==> config.mk <==
export PLATFORM = sky130hd
export DESIGN_NAME = sum_nbits_serial
export DESIGN_NICKNAME = d
export VERILOG_FILES = /design/src/rtl/sum_serial_pkg.sv /design/src/rtl/full_add_cell.sv /design/src/rtl/sum_nbits_serial.sv
export SDC_FILE = /design/constraint.sdc
export NUM_CORES = 1
export LEC_CHECK = 0
export ABC_AREA = 0
export CORE_AREA = 2 2 58 54
export DETAILED_ROUTE_END_ITERATION = 10
export DIE_AREA = 0 0 60 56
export GPL_ROUTABILITY_DRIVEN = 1
export GPL_TIMING_DRIVEN = 0
export PLACE_DENSITY = 0.67
export SETUP_SLACK_MARGIN = 0.5
export SKIP_LAST_GASP = 1
export SYNTH_ARGS = -nofsm -noshare
export SYNTH_HDL_FRONTEND = slang
export SYNTH_SLANG_ARGS = --single-unit
==> constraint.sdc <==
create_clock -name clk -period 1.8 [get_ports clk]
set_input_delay 0.18 -clock clk [delete_from_list [all_inputs] [get_ports clk]]
set_output_delay 0.18 -clock clk [all_outputs]
set_load 0.01 [all_outputs]
==> src/rtl/sum_serial_pkg.sv <==
// Shared definitions for the bit-serial adder: FSM state encoding and a
// ceiling-log2 helper used to size the bit-step counter.
package sum_serial_pkg;

  typedef enum logic [1:0] {
    IDLE = 2'b00,
    RUN  = 2'b01,
    DONE = 2'b10
  } state_t;

  // Smallest r with 2**r >= v; used for counter width (v >= 2).
  function automatic int unsigned clog2(input int unsigned v);
    int unsigned r;
    r = 0;
    while ((64'd1 << r) < 64'(v)) r++;
    return r;
  endfunction

endpackage

==> src/rtl/full_add_cell.sv <==
// Single-bit full adder cell, purely combinational.
// Ports: x, y - operand bits; ci - carry in; s - sum bit; co - carry out.
module full_add_cell (
  input  logic x,
  input  logic y,
  input  logic ci,
  output logic s,
  output logic co
);

  assign s  = x ^ y ^ ci;
  assign co = (x & y) | (ci & (x ^ y));

endmodule

==> src/rtl/sum_nbits_serial.sv <==
// Bit-serial WIDTH-bit adder: one full-adder cell, one bit per clock, LSB
// first, with start/busy/done handshake, carry-in, carry-out and signed
// overflow.
// Ports:
//   clk, rst_n        - clock (rising edge), async active-low reset
//   start             - request, honoured only in IDLE or DONE
//   a, b, cin         - operands and carry-in, captured on accepted start
//   busy              - high while bits are being stepped (RUN)
//   done              - one-cycle pulse when s/cout/ovf are updated
//   s, cout, ovf      - sum, carry out of MSB, signed overflow (held)
module sum_nbits_serial
  import sum_serial_pkg::*;
#(
  parameter int unsigned WIDTH = 4
) (
  input  logic             clk,
  input  logic             rst_n,
  input  logic             start,
  input  logic [WIDTH-1:0] a,
  input  logic [WIDTH-1:0] b,
  input  logic             cin,
  output logic             busy,
  output logic             done,
  output logic [WIDTH-1:0] s,
  output logic             cout,
  output logic             ovf
);

  localparam int unsigned CW = clog2(WIDTH);
  localparam logic [CW-1:0] CNT_LAST = CW'(WIDTH - 1);
  localparam logic [CW-1:0] CNT_MSB  = CW'(WIDTH - 2);

  state_t           state_q, state_d;
  logic [WIDTH-1:0] a_q, a_d, b_q, b_d, sr_q, sr_d;
  logic [WIDTH-1:0] s_d;
  logic [CW-1:0]    cnt_q, cnt_d;
  logic             carry_q, carry_d, c_msb_q, c_msb_d;
  logic             busy_d, done_d, cout_d, ovf_d;
  logic             sum_bit, c_next;

  // The only adder: operates on the current LSBs and the running carry.
  full_add_cell u_fa (
    .x  (a_q[0]),
    .y  (b_q[0]),
    .ci (carry_q),
    .s  (sum_bit),
    .co (c_next)
  );

  // Next-state and datapath update.
  always_comb begin
    state_d = state_q;
    a_d     = a_q;
    b_d     = b_q;
    sr_d    = sr_q;
    cnt_d   = cnt_q;
    carry_d = carry_q;
    c_msb_d = c_msb_q;
    s_d     = s;
    cout_d  = cout;
    ovf_d   = ovf;

    case (state_q)
      IDLE, DONE: begin
        if (start) begin
          a_d     = a;
          b_d     = b;
          carry_d = cin;
          cnt_d   = '0;
          state_d = RUN;
        end else begin
          state_d = IDLE;
        end
      end
      RUN: begin
        sr_d    = {sum_bit, sr_q[WIDTH-1:1]};
        a_d     = a_q >> 1;
        b_d     = b_q >> 1;
        carry_d = c_next;
        cnt_d   = cnt_q + CW'(1);
        // Carry generated by bit WIDTH-2 is the carry into the MSB.
        if (cnt_q == CNT_MSB) c_msb_d = c_next;
        if (cnt_q == CNT_LAST) begin
          s_d     = {sum_bit, sr_q[WIDTH-1:1]};
          cout_d  = c_next;
          ovf_d   = c_msb_q ^ c_next;
          cnt_d   = '0;
          state_d = DONE;
        end
      end
      default: state_d = IDLE;
    endcase

    busy_d = (state_d == RUN);
    done_d = (state_d == DONE);
  end

  // State, datapath and output registers.
  always_ff @(posedge clk or negedge rst_n) begin
    if (!rst_n) begin
      state_q <= IDLE;
      a_q     <= '0;
      b_q     <= '0;
      sr_q    <= '0;
      cnt_q   <= '0;
      carry_q <= 1'b0;
      c_msb_q <= 1'b0;
      busy    <= 1'b0;
      done    <= 1'b0;
      s       <= '0;
      cout    <= 1'b0;
      ovf     <= 1'b0;
    end else begin
      state_q <= state_d;
      a_q     <= a_d;
      b_q     <= b_d;
      sr_q    <= sr_d;
      cnt_q   <= cnt_d;
      carry_q <= carry_d;
      c_msb_q <= c_msb_d;
      busy    <= busy_d;
      done    <= done_d;
      s       <= s_d;
      cout    <= cout_d;
      ovf     <= ovf_d;
    end
  end

endmodule

==> metrics.md, run 1 <==
| Metric | Value |
|---|---|
| Run status | `finished, final reports clean` |
| Proportion of layout cells with a drive suffix above 1 | `17.56%` |
| Clock power share | `10.8%` |
| Reg power frac | `41.5%` |
| Type of origin of the critical path | `flop` |
| Total inserted antenna cells | `0` |
| Reported net switching power | `0.8759 mW` |
| Sequential cell area in the final layout | `625.6 sq um` |
| Post-Synthesis Mean Instance Area | `11.60 sq um` |
| Crit Reg-Reg Endpoint | `s[3]` |
| Startpoint of the worst register-to-register path | `carry_q` |
| Largest area contributor in the netlist | `sky130_fd_sc_hd__dfrtp_1` |
| Global-route total usage across every layer | `14.92%` |
| Cell area after synthesis | `1184 sq um` |
| Min-Delay Path Class | `input port to async pin` |
| Count of nets left with antenna violations after detail routing | `0` |
| Internal Power | `1.525 mW` |
| Detailed-routed wire length on met2 | `1025 um` |
| Top FF cell, synth | `sky130_fd_sc_hd__dfrtp_1` |
| Number of primary I/O pins | `20` |
| Biggest area contributors in the synthesized netlist | `sky130_fd_sc_hd__dfrtp_1 53%, sky130_fd_sc_hd__mux2i_1 6.8%, sky130_fd_sc_hd__a211oi_1 3.8%` |
| Layout overhead on the synthesized area | `27.38%` |
| Gate power share | `47.7%` |
| Sum Neg Setup Slack | `0 ns` |
| Async set or reset register ratio after synthesis | `100.0%` |
| Sinks on Clock Net | `25` |
| Placer Congestion | `0.6852` |
| Iter 0 DRT Violations | `44` |
| Length of routed wiring on met1 | `1015 um` |
| Number of nets in the finished design | `148` |
| Fin util | `55.33%` |
| Proportion of synthesized chip area in sequential cells | `52.85%` |
| Crit path max fanout | `2` |
| Achievable clock frequency | `780.4 MHz` |
| Number of synthesized register bits | `25` |
| Max-slew violations | `0` |
| Area of the multi-input gates | `539.3 sq um` |
| Final worst path period share | `71.19%` |
| Number of standard cells after synthesis | `102` |
| Chip height | `56 um` |
| Drt via density | `4.994` |
| Count of input and output buffers | `19` |
| GRT Residual Overflow | `0` |
| Worst relative slew slack | `24.11%` |
| Post-Synthesis Net Count | `118` |
| Unrepaired setup endpoints after global routing | `yes` |
| Uppermost routed layer | `met4` |
| Distinct cell type count of the synthesized netlist | `30` |
| Clock latency at the later pin of the worst-skew pair | `0.32 ns` |
| Switching share of power | `36.49%` |
| Number of buffers added by the clock tree synthesis step | `3` |
| First drt pass iteration count | `4` |
| Reg-to-reg slack, setup | `0.52 ns` |
| Most used standard cell by instance count after synthesis | `sky130_fd_sc_hd__dfrtp_1` |
| Deepest clock path buffer count | `2` |
| Root buffer cell | `sky130_fd_sc_hd__clkbuf_4` |
| Number of failing setup endpoints in the final timing report | `0` |
| Worst supply voltage drop on vdd | `0.7334 mV` |
| Clock-pin slew reported for the worst setup and hold paths after clock tree synthesis | `0.14 ns` |
| Detailed-routed wire length on met3 | `92 um` |
| Die Outline Area | `3360 sq um` |
| Synthesis Warnings | `0` |
| Slew at the pin closest to its max-slew limit | `1.136 ns` |
| Die boundary width | `60 um` |
| Min cycle time layout | `1.281 ns` |
| Worst EP required | `2.03 ns` |
| Reported leakage power | `0.6979 nW` |
| Final wirelength | `2159 um` |
| Antenna violations before repair | `0` |
| Share of the synthesized area in the top cell type | `52.85%` |
| Final routed wire length divided by cell count | `12.63 um` |
| Endpoint kind of the worst setup timing path | `flop` |
| Reg2reg path depth | `2` |
| Total power | `2.401 mW` |
| Arrival time of data at the critical path endpoint | `1.51 ns` |
| Critical Setup Path Class | `flop to flop` |
| Initial standard-cell utilization of the core | `43.43%` |
| Clock tree from TritonCTS | `built` |
| Num rows | `18` |
| Global-route wire length before repair | `3836 um` |
| Max cap viols | `0` |
| Final HPWL DP | `1490 um` |
| Vias | `854` |
| Fin Clk Skew | `0.002655 ns` |
| Final-layout fill cell count | `243` |
| Vias in the first global route | `845` |
| Number of flops mapped to enable cells by yosys | `0` |
| Number of failing hold endpoints at the final stage | `0` |
| Top cell types by occurrence after synthesis | `25 x sky130_fd_sc_hd__dfrtp_1, 12 x sky130_fd_sc_hd__nand2_1, 8 x sky130_fd_sc_hd__mux2i_1` |
| Number of H-tree levels | `1` |
| Core Box Area | `2725 sq um` |
| Drt drc | `0` |
| Pin count of the biggest net entering global routing | `26` |
| Cell Pwr Density | `1592 nW/um^2` |
-- cell usage in the layout, fill, tap and decap left out, types with 4 or more instances in the layout --
cell,n
sky130_fd_sc_hd__mux2i_1,8
sky130_fd_sc_hd__clkbuf_4,4
sky130_fd_sc_hd__clkdlybuf4s50_1,10
sky130_fd_sc_hd__dlygate4sd2_1,8
sky130_fd_sc_hd__a211oi_1,6
sky130_fd_sc_hd__a21oi_1,6
sky130_fd_sc_hd__dfrtp_1,25
sky130_fd_sc_hd__nand2_1,12
sky130_fd_sc_hd__nor2b_1,6
sky130_fd_sc_hd__buf_4,8
-- per-stage QoR --
stage / setup slack [ns] / instances / cell area [sq um] / hold WS, ns
finish: 0.5186 / 171 / 1508 / 0.05624
global route: 0.4843 / 171 / 1508 / 0.1126
CTS: 0.5113 / 170 / 1484 / 0.4367
detailed placement: 0.2193 / 161 / 1424 / 0.4591
global placement: 0.2379 / 161 / 1424 / 0.4542
floorplan: 0.5327 / 102 / 1184 / -0.1156
-- logic make-up (layout without fill, tap and decap cells) --
group / count (synthesis) / after routing / share of synthesized area, %
AOI/OAI and AO/OA: 22 / 22 / 11.84
xor gates and xnor gates: 1 / 1 / 0.7401
adders and majority gates: 4 / 4 / 4.863
buffers and inverters: 6 / 35 / 2.748
DFF: 25 / 25 / 52.85
muxes: 14 / 14 / 12.79
and+or+nand+nor: 30 / 30 / 14.16
-- worst max-delay path: stages (launching register included) --
cell and delay, ns:
sky130_fd_sc_hd__dfrtp_1 0.43, sky130_fd_sc_hd__fa_2 0.48, sky130_fd_sc_hd__mux2_4 0.28
-- worst max-delay path by stage --
stage,from,end,slack [ns]
detailed placement,rst_n,b_q[2],0.22
CTS,cnt_q[1],cout,0.51
finish,carry_q,s[3],0.52
global placement,rst_n,cnt_q[0],0.24
global route,carry_q,s[3],0.48
floorplan,carry_q,s[3],0.53
-- state kept, by name, indices dropped and copies added, names as in the netlist --
| register | count |
|---|---|
| a_q | 4 |
| b_q | 4 |
| s | 4 |
| sr_q | 3 |
| cnt_q | 2 |
| state_q | 2 |
| busy | 1 |
| c_msb_q | 1 |
| carry_q | 1 |
| cout | 1 |
| done | 1 |
| ovf | 1 |
-- cell type report --
type / instances / area share, %
multi-input combinational: 71 / 35.77
tap: 40 / 3.319
inverter: 2 / 0.4979
clock buffer: 3 / 1.494
sequential: 25 / 41.49
timing repair buffer: 25 / 15.10
clock inverter: 1 / 0.4979
buffer: 4 / 1.826
-- metal layers --
metal	track usage [%]	up-vias
met5	0	-
met4	3.810	0
met3	4.186	5
met2	22.20	18
met1	21.21	412
li1	-	419
-- repair_timing --
item / in CTS / in global routing
hold buffers: 0 / 0
hold endpoints to repair: 0 / 0
endpoints found under the setup margin: 15 / 18
gates cloned: 0 / 0
resized for setup: 9 / 6
buffers inserted: 5 / 1
pin swaps: 1 / 1
-- power groups by stage --
stage	clock, mW	sequential (mW)	combinational (mW)
2_1_floorplan	0	1.03	0.696
3_3_place_gp	0	1.01	1.04
3_5_place_dp	0	1.03	1.07
4_1_cts	0.278	0.997	1.12
5_1_grt	0.296	1.03	1.33
6_report	0.260	0.995	1.15
Power figures use the tool's default switching activity.
==> run 2, diff against run 1 <==
- clock period: 1.8 -> 1.3 ns (I/O delays scaled with it)
==> run 2 against run 1 <==
  * The run now ends with negative hold slack left
  * Final cell count up 9.9%
  * Fmax about the same
  * Wire length up 18%
  * Sequential share of layout area down 6.3 points
  * Design area up 19%
  * Combinational power up 100%
  * Flip-flop and latch count unchanged
  * Critical path depth unchanged
  * Register-to-register slack worse by 0.50 ns
  * Core utilization up 10 points
  * First-iteration DRC count down 80%
  * Clock-buffer cell count unchanged
  * Critical endpoint unchanged
  * Largest power group unchanged
==> metrics.md, run 2 (synthesis gave the netlist of run 1 again) <==
| Metric | Value |
|---|---|
| Drt drc | `0 (unchanged)` |
| Clock tree from TritonCTS | `built (unchanged)` |
| Chip height | `56 um (unchanged)` |
| Count of nets left with antenna violations after detail routing | `0 (unchanged)` |
| Run status | `finished with violations (was finished, final reports clean)` |
| Switching share of power | `35.95% (was 36.49%)` |
| Core Box Area | `2725 sq um (unchanged)` |
| Vias | `915 (was 854)` |
| Count of input and output buffers | `19 (unchanged)` |
| Clock latency at the later pin of the worst-skew pair | `0.34 ns (was 0.32 ns)` |
| Number of nets in the finished design | `165 (was 148)` |
| Global-route wire length before repair | `4174 um (was 3836 um)` |
| Internal Power | `2.665 mW (was 1.525 mW)` |
| Drt via density | `4.867 (was 4.994)` |
| Sinks on Clock Net | `25 (unchanged)` |
| Top library cells by usage in the layout, fill and taps aside | `22 x sky130_fd_sc_hd__dfrtp_1, 15 x sky130_fd_sc_hd__buf_4, 11 x sky130_fd_sc_hd__nand2_1 (was 25 x sky130_fd_sc_hd__dfrtp_1, 12 x sky130_fd_sc_hd__nand2_1, 10 x sky130_fd_sc_hd__clkdlybuf4s50_1)` |
| Iter 0 DRT Violations | `9 (was 44)` |
| Post-route design area | `1788 sq um (was 1508 sq um)` |
| Unrepaired setup endpoints after global routing | `yes (unchanged)` |
| Sequential cell area in the final layout | `629.4 sq um (was 625.6 sq um)` |
| Biggest cell delay along the critical path | `0.48 ns (about the same)` |
| First drt pass iteration count | `2 (was 4)` |
| Cell Pwr Density | `2327 nW/um^2 (was 1592 nW/um^2)` |
| Clock power share | `9.2% (was 10.8%)` |
| Proportion of layout cells with a drive suffix above 1 | `46.62% (was 17.56%)` |
| Violated checks | `negative hold slack` |
| Arrival time of data at the critical path endpoint | `1.53 ns (was 1.51 ns)` |
| Worst-path cell with the longest stage delay | `sky130_fd_sc_hd__fa_2 (unchanged)` |
| Critical Path, Cell by Cell | `fa_2 > mux2_4 (unchanged)` |
| Final routed wire length divided by cell count | `13.55 um (was 12.63 um)` |
| Placer Congestion | `0.7780 (was 0.6852)` |
| Die Outline Area | `3360 sq um (unchanged)` |
| Sum Neg Setup Slack | `0 ns (unchanged)` |
| Final hold slack | `-0.1184 ns (was 0.05624 ns)` |
| Type of origin of the critical path | `flop (unchanged)` |
| Endpoint kind of the worst setup timing path | `flop (unchanged)` |
| Critical Setup Path Class | `flop to flop (unchanged)` |
| Pin count of the biggest net entering global routing | `26 (unchanged)` |
| Cell family with most CP delay | `adder cells (unchanged)` |
| Fin Clk Skew | `0.002149 ns (was 0.002655 ns)` |
| Pre-CTS setup slack | `-0.2372 ns (was 0.2193 ns)` |
| Number of failing setup endpoints in the final timing report | `0 (unchanged)` |
| Total inserted antenna cells | `0 (unchanged)` |
| Worst supply voltage drop on vdd | `0.9236 mV (was 0.7334 mV)` |
| Root buffer cell | `sky130_fd_sc_hd__clkbuf_4 (unchanged)` |
| Global-route total usage across every layer | `16.42% (was 14.92%)` |
| Post-Place Cells | `161 (unchanged)` |
| Most common cell after layout, fill and taps aside | `sky130_fd_sc_hd__dfrtp_1 (unchanged)` |
| Final worst path period share | `98.51% (was 71.19%)` |
| GRT Residual Overflow | `0 (unchanged)` |
| Crit path max fanout | `2 (unchanged)` |
| Vias in the first global route | `894 (was 845)` |
| Number of primary I/O pins | `20 (unchanged)` |
| Final-layout fill cell count | `209 (was 243)` |
| Number of failing hold endpoints at the final stage | `25 (was 0)` |
| Number of H-tree levels | `1 (unchanged)` |
| Min cycle time layout | `1.281 ns (about the same)` |
| Area of the multi-input gates | `641.9 sq um (was 539.3 sq um)` |
| Standard cell area after detailed placement | `1484 sq um (was 1424 sq um)` |
| Reg power frac | `34.5% (was 41.5%)` |
| Final wirelength | `2547 um (was 2159 um)` |
| Min-Delay Path Class | `input port to async pin (unchanged)` |
| Final HPWL DP | `1493 um (was 1490 um)` |
| Final standard cell count with taps included and fillers excluded | `188 (was 171)` |
| Worst relative slew slack | `56.45% (was 24.11%)` |
| Max cap viols | `0 (unchanged)` |
| Max-slew violations | `0 (unchanged)` |
| Num rows | `18 (unchanged)` |
| Worst EP required | `1.55 ns (was 2.03 ns)` |
| Reg-to-reg slack, setup | `0.02 ns (was 0.52 ns)` |
| Antenna violations before repair | `0 (unchanged)` |
| Gate power share | `56.2% (was 47.7%)` |
| Registers with the most flip-flops | `a_q: 4 flops, b_q: 4 flops, s: 4 flops (unchanged)` |
| Combined buffer and inverter count along the critical path | `0 (unchanged)` |
| Die boundary width | `60 um (unchanged)` |
| Initial standard-cell utilization of the core | `43.43% (unchanged)` |
| Post-route worst setup slack | `0.01942 ns (was 0.5186 ns)` |
| Deepest clock path buffer count | `2 (unchanged)` |
| Number of buffers added by the clock tree synthesis step | `3 (unchanged)` |
| Achievable clock frequency | `780.9 MHz (was 780.4 MHz)` |
| Reported net switching power | `1.496 mW (was 0.8759 mW)` |
| Slew at the pin closest to its max-slew limit | `0.6532 ns (was 1.136 ns)` |
| Reported leakage power | `0.8221 nW (was 0.6979 nW)` |
| Clock-pin slew reported for the worst setup and hold paths after clock tree synthesis | `0.15 ns (was 0.14 ns)` |
| Layout overhead on the synthesized area | `51.06% (was 27.38%)` |
## run 2: changes by cell type in the layout (fill, tap and decap cells not counted), sizes merged
cell / previous run / this run
clkdlybuf4s50: 10 / 9
dlymetal6s2s: 1 / 0
clkbuf: 4 / 5
dlygate4sd2: 8 / 1
buf: 9 / 33
clkdlybuf4s15: 0 / 1
## run 2: per-layer routing
layer / track usage, % / vias to the layer above / share of wire, %
met5: 0 / - / 0
met4: 2.857 / 0 / 0.71
met3: 4.884 / 2 / 4.2
met2: 26.71 / 19 / 50
met1: 21.59 / 439 / 45
li1: - / 455 / -
## run 2: area by class of cell
| class | instances | share of cell area, % |
|---|---|---|
| Clock buffer | 3 | 1.260 |
| Timing Repair Buffer | 42 | 21.27 |
| Sequential cell | 25 | 35.20 |
| Multi-Input combinational cell | 71 | 35.90 |
| Buffer | 4 | 2.729 |
| Tap cell | 40 | 2.799 |
| Inverter | 2 | 0.4199 |
| Clock inverter | 1 | 0.4199 |
## run 2: path summary, 6_finish.rpt
kind	endpoint	cells past startpoint	from
setup / recovery	s[3]	2	a_q[0]
hold / removal	sr_q[1]	1	rst_n
setup reg to reg	s[3]	2	a_q[0]
hold reg to reg	sr_q[1]	2	sr_q[1]
max in group asynchronous	cnt_q[0]	1	rst_n
min in group clk	a_q[1]	3	a[1]
## run 2: power by group through the flow
stage                     logic (mW)  clock network, mW  registers (mW)
after floorplan                 1.12                  0            1.45
after global placement          1.60                  0            1.44
after detailed placement        1.64                  0            1.46
after CTS                       2.02              0.387            1.43
after global routing            2.53              0.436            1.49
final                           2.34              0.384            1.44
## run 2: per-stage QoR
step | util (%) | power [mW]
floorplan | - | 2.572
global route | 65.61 | 4.462
CTS | 61.57 | 3.837
global placement | 54.45 | 3.036
finish | 65.61 | 4.161
detailed placement | 54.45 | 3.093
## run 2: what timing repair did
item	in CTS	in global routing
setup endpoints to repair	58	33
gates cloned	1	2
resized for setup	53	12
buffers inserted	14	6
pin swaps	11	5
hold endpoints to repair	25	25
==> run 3, diff against run 2 <==
- CORE_AREA: 2 2 58 54 -> 2 2 55 57
- DIE_AREA: 0 0 60 56 -> 0 0 57 59
- SKIP_CTS_REPAIR_TIMING: default -> 1
==> run 3 against run 2 <==
  * The run still ends with negative hold slack left
  * Die area is essentially flat
  * Critical path type unchanged
  * Clock power decreased by 5%
  * Critical path depth unchanged
  * Highest routed layer unchanged
  * Fmax up 0.60%
  * Clock skew rose by 0.0051 ns
  * Non-clock buffer count shrank 6
  * Core utilization grew 0.78 points
  * Design area is 0.63% higher
  * Setup slack better by 0.0076 ns
==> metrics.md, run 3 (synthesis gave the netlist of run 1 again) <==
| Metric | Value |
|---|---|
| Proportion of layout cells with a drive suffix above 1 | `52.11% (was 46.62%)` |
| Root buffer cell | `sky130_fd_sc_hd__clkbuf_4 (unchanged)` |
| Registers with the most flip-flops | `a_q: 4 flops, b_q: 4 flops, s: 4 flops (unchanged)` |
| Sinks on Clock Net | `25 (unchanged)` |
| Most common cell after layout, fill and taps aside | `sky130_fd_sc_hd__dfrtp_1 (unchanged)` |
| Drt via density | `5.225 (was 4.867)` |
| Number of buffers added by the clock tree synthesis step | `3 (unchanged)` |
| Top library cells by usage in the layout, fill and taps aside | `21 x sky130_fd_sc_hd__dfrtp_1, 11 x sky130_fd_sc_hd__buf_4, 9 x sky130_fd_sc_hd__nand2_1, 9 x sky130_fd_sc_hd__clkdlybuf4s50_1 (was 22 x sky130_fd_sc_hd__dfrtp_1, 15 x sky130_fd_sc_hd__buf_4, 11 x sky130_fd_sc_hd__nand2_1)` |
| Violated checks | `negative hold slack (unchanged)` |
| Reported net switching power | `1.561 mW (was 1.496 mW)` |
| Count of input and output buffers | `19 (unchanged)` |
| Die Outline Area | `3363 sq um (was 3360 sq um)` |
| Chip height | `59 um (was 56 um)` |
| Post-route design area | `1799 sq um (was 1788 sq um)` |
| Type of origin of the critical path | `flop (unchanged)` |
| Vias | `904 (was 915)` |
| Arrival time of data at the critical path endpoint | `1.51 ns (was 1.53 ns)` |
| Core Box Area | `2710 sq um (was 2725 sq um)` |
| Clock-pin slew reported for the worst setup and hold paths after clock tree synthesis | `0.14 ns (was 0.15 ns)` |
| Worst EP required | `1.54 ns (was 1.55 ns)` |
| Endpoint kind of the worst setup timing path | `flop (unchanged)` |
| Max cap viols | `0 (unchanged)` |
| Clock tree from TritonCTS | `built (unchanged)` |
| Global-route wire length before repair | `3815 um (was 4174 um)` |
| Achievable clock frequency | `785.6 MHz (was 780.9 MHz)` |
| Count of nets left with antenna violations after detail routing | `0 (unchanged)` |
| Final worst path period share | `97.92% (was 98.51%)` |
| Number of nets in the finished design | `159 (was 165)` |
| Internal Power | `2.711 mW (was 2.665 mW)` |
| Iter 0 DRT Violations | `25 (was 9)` |
| GRT Residual Overflow | `0 (unchanged)` |
| Max-slew violations | `0 (unchanged)` |
| Final HPWL DP | `1488 um (was 1493 um)` |
| Pin count of the biggest net entering global routing | `26 (unchanged)` |
| Worst supply voltage drop on vdd | `1.590 mV (was 0.9236 mV)` |
| Unrepaired setup endpoints after global routing | `yes (unchanged)` |
| Deepest clock path buffer count | `2 (unchanged)` |
| Worst relative slew slack | `58.09% (was 56.45%)` |
| Gate power share | `57.8% (was 56.2%)` |
| Standard cell area after detailed placement | `1473 sq um (was 1484 sq um)` |
| Vias in the first global route | `804 (was 894)` |
| Crit path max fanout | `2 (unchanged)` |
| Drt drc | `0 (unchanged)` |
| Die boundary width | `57 um (was 60 um)` |
| Number of failing hold endpoints at the final stage | `25 (unchanged)` |
| Run status | `finished with violations (unchanged)` |
| Fin Clk Skew | `0.007226 ns (was 0.002149 ns)` |
| First drt pass iteration count | `4 (was 2)` |
| Switching share of power | `36.53% (was 35.95%)` |
| Number of primary I/O pins | `20 (unchanged)` |
| Clock power share | `8.6% (was 9.2%)` |
| Clock latency at the later pin of the worst-skew pair | `0.33 ns (was 0.34 ns)` |
| Total inserted antenna cells | `0 (unchanged)` |
| Final hold slack | `-0.2194 ns (was -0.1184 ns)` |
| Critical Setup Path Class | `flop to flop (unchanged)` |
| Layout overhead on the synthesized area | `52.01% (was 51.06%)` |
| Reg power frac | `33.7% (was 34.5%)` |
| Initial standard-cell utilization of the core | `43.67% (was 43.43%)` |
| Antenna violations before repair | `0 (unchanged)` |
| Cell Pwr Density | `2374 nW/um^2 (was 2327 nW/um^2)` |
| Global-route total usage across every layer | `14.60% (was 16.42%)` |
| Min cycle time layout | `1.273 ns (was 1.281 ns)` |
| Number of failing setup endpoints in the final timing report | `0 (unchanged)` |
| Slew at the pin closest to its max-slew limit | `0.6286 ns (was 0.6532 ns)` |
| Min-Delay Path Class | `input port to async pin (unchanged)` |
| Num rows | `19 (was 18)` |
| Final wirelength | `2592 um (was 2547 um)` |
| Final routed wire length divided by cell count | `14.98 um (was 13.55 um)` |
| Placer Congestion | `0.7059 (was 0.7780)` |
| Reported leakage power | `0.8179 nW (was 0.8221 nW)` |
| Number of H-tree levels | `1 (unchanged)` |
==> run 3: path summary, 6_finish.rpt <==
path	startpoint	slack (ns)	cells past startpoint	end
worst max-delay path	b_q[0]	0.03	2	s[3]
worst min-delay path	rst_n	-0.22	1	c_msb_q
worst max register to register	b_q[0]	0.03	2	s[3]
worst min register to register	sr_q[1]	0.52	2	sr_q[1]
max in group asynchronous	rst_n	1.06	1	state_q[1]
min in group clk	start	0.34	4	carry_q
==> run 3: layer usage <==
metal / wire [um] / vias to the layer above / global-route usage (%)
met4: 40 / 0 / 5.980
met2: 1298 / 13 / 23.65
met1: 1185 / 456 / 19.50
li1: - / 433 / -
met3: 67 / 2 / 2.620
met5: 0 / - / 0
==> run 3: power groups by stage <==
stage | clock, mW | sequential [mW] | combinational, mW
after global placement | 0 | 1.44 | 1.60
final | 0.366 | 1.44 | 2.47
after global routing | 0.399 | 1.48 | 2.67
after CTS | 0.367 | 1.45 | 1.63
after detailed placement | 0 | 1.46 | 1.63
after floorplan | 0 | 1.45 | 1.12
==> run 3: layout make-up <==
type	instances	area [sq um]
buffer	4	53.80
inverter	2	7.507
sequential	25	630.6
timing repair buffer	36	336.6
clock buffer	4	26.28
tap	31	38.79
multi-input combinational	71	705.7
fill	204	910.9
==> run 3: metrics by stage <==
stage               util (%)  setup TNS, ns  power (mW)  std cells  worst slack (ns)
finish                 66.39              0       4.272        173           0.02707
global route           66.39      -0.005018       4.547        173         -0.005018
CTS                    55.31        -0.5113       3.447        156          -0.08768
detailed placement     54.34         -6.945       3.093        152           -0.2325
global placement       54.34         -6.455       3.041        152           -0.2145
floorplan                  -              0       2.572        102           0.05872
==> run 3: critical path, stage by stage (launching register included) <==
cell and delay, ns:
sky130_fd_sc_hd__dfrtp_1 0.43, sky130_fd_sc_hd__fa_2 0.47, sky130_fd_sc_hd__mux2_4 0.27
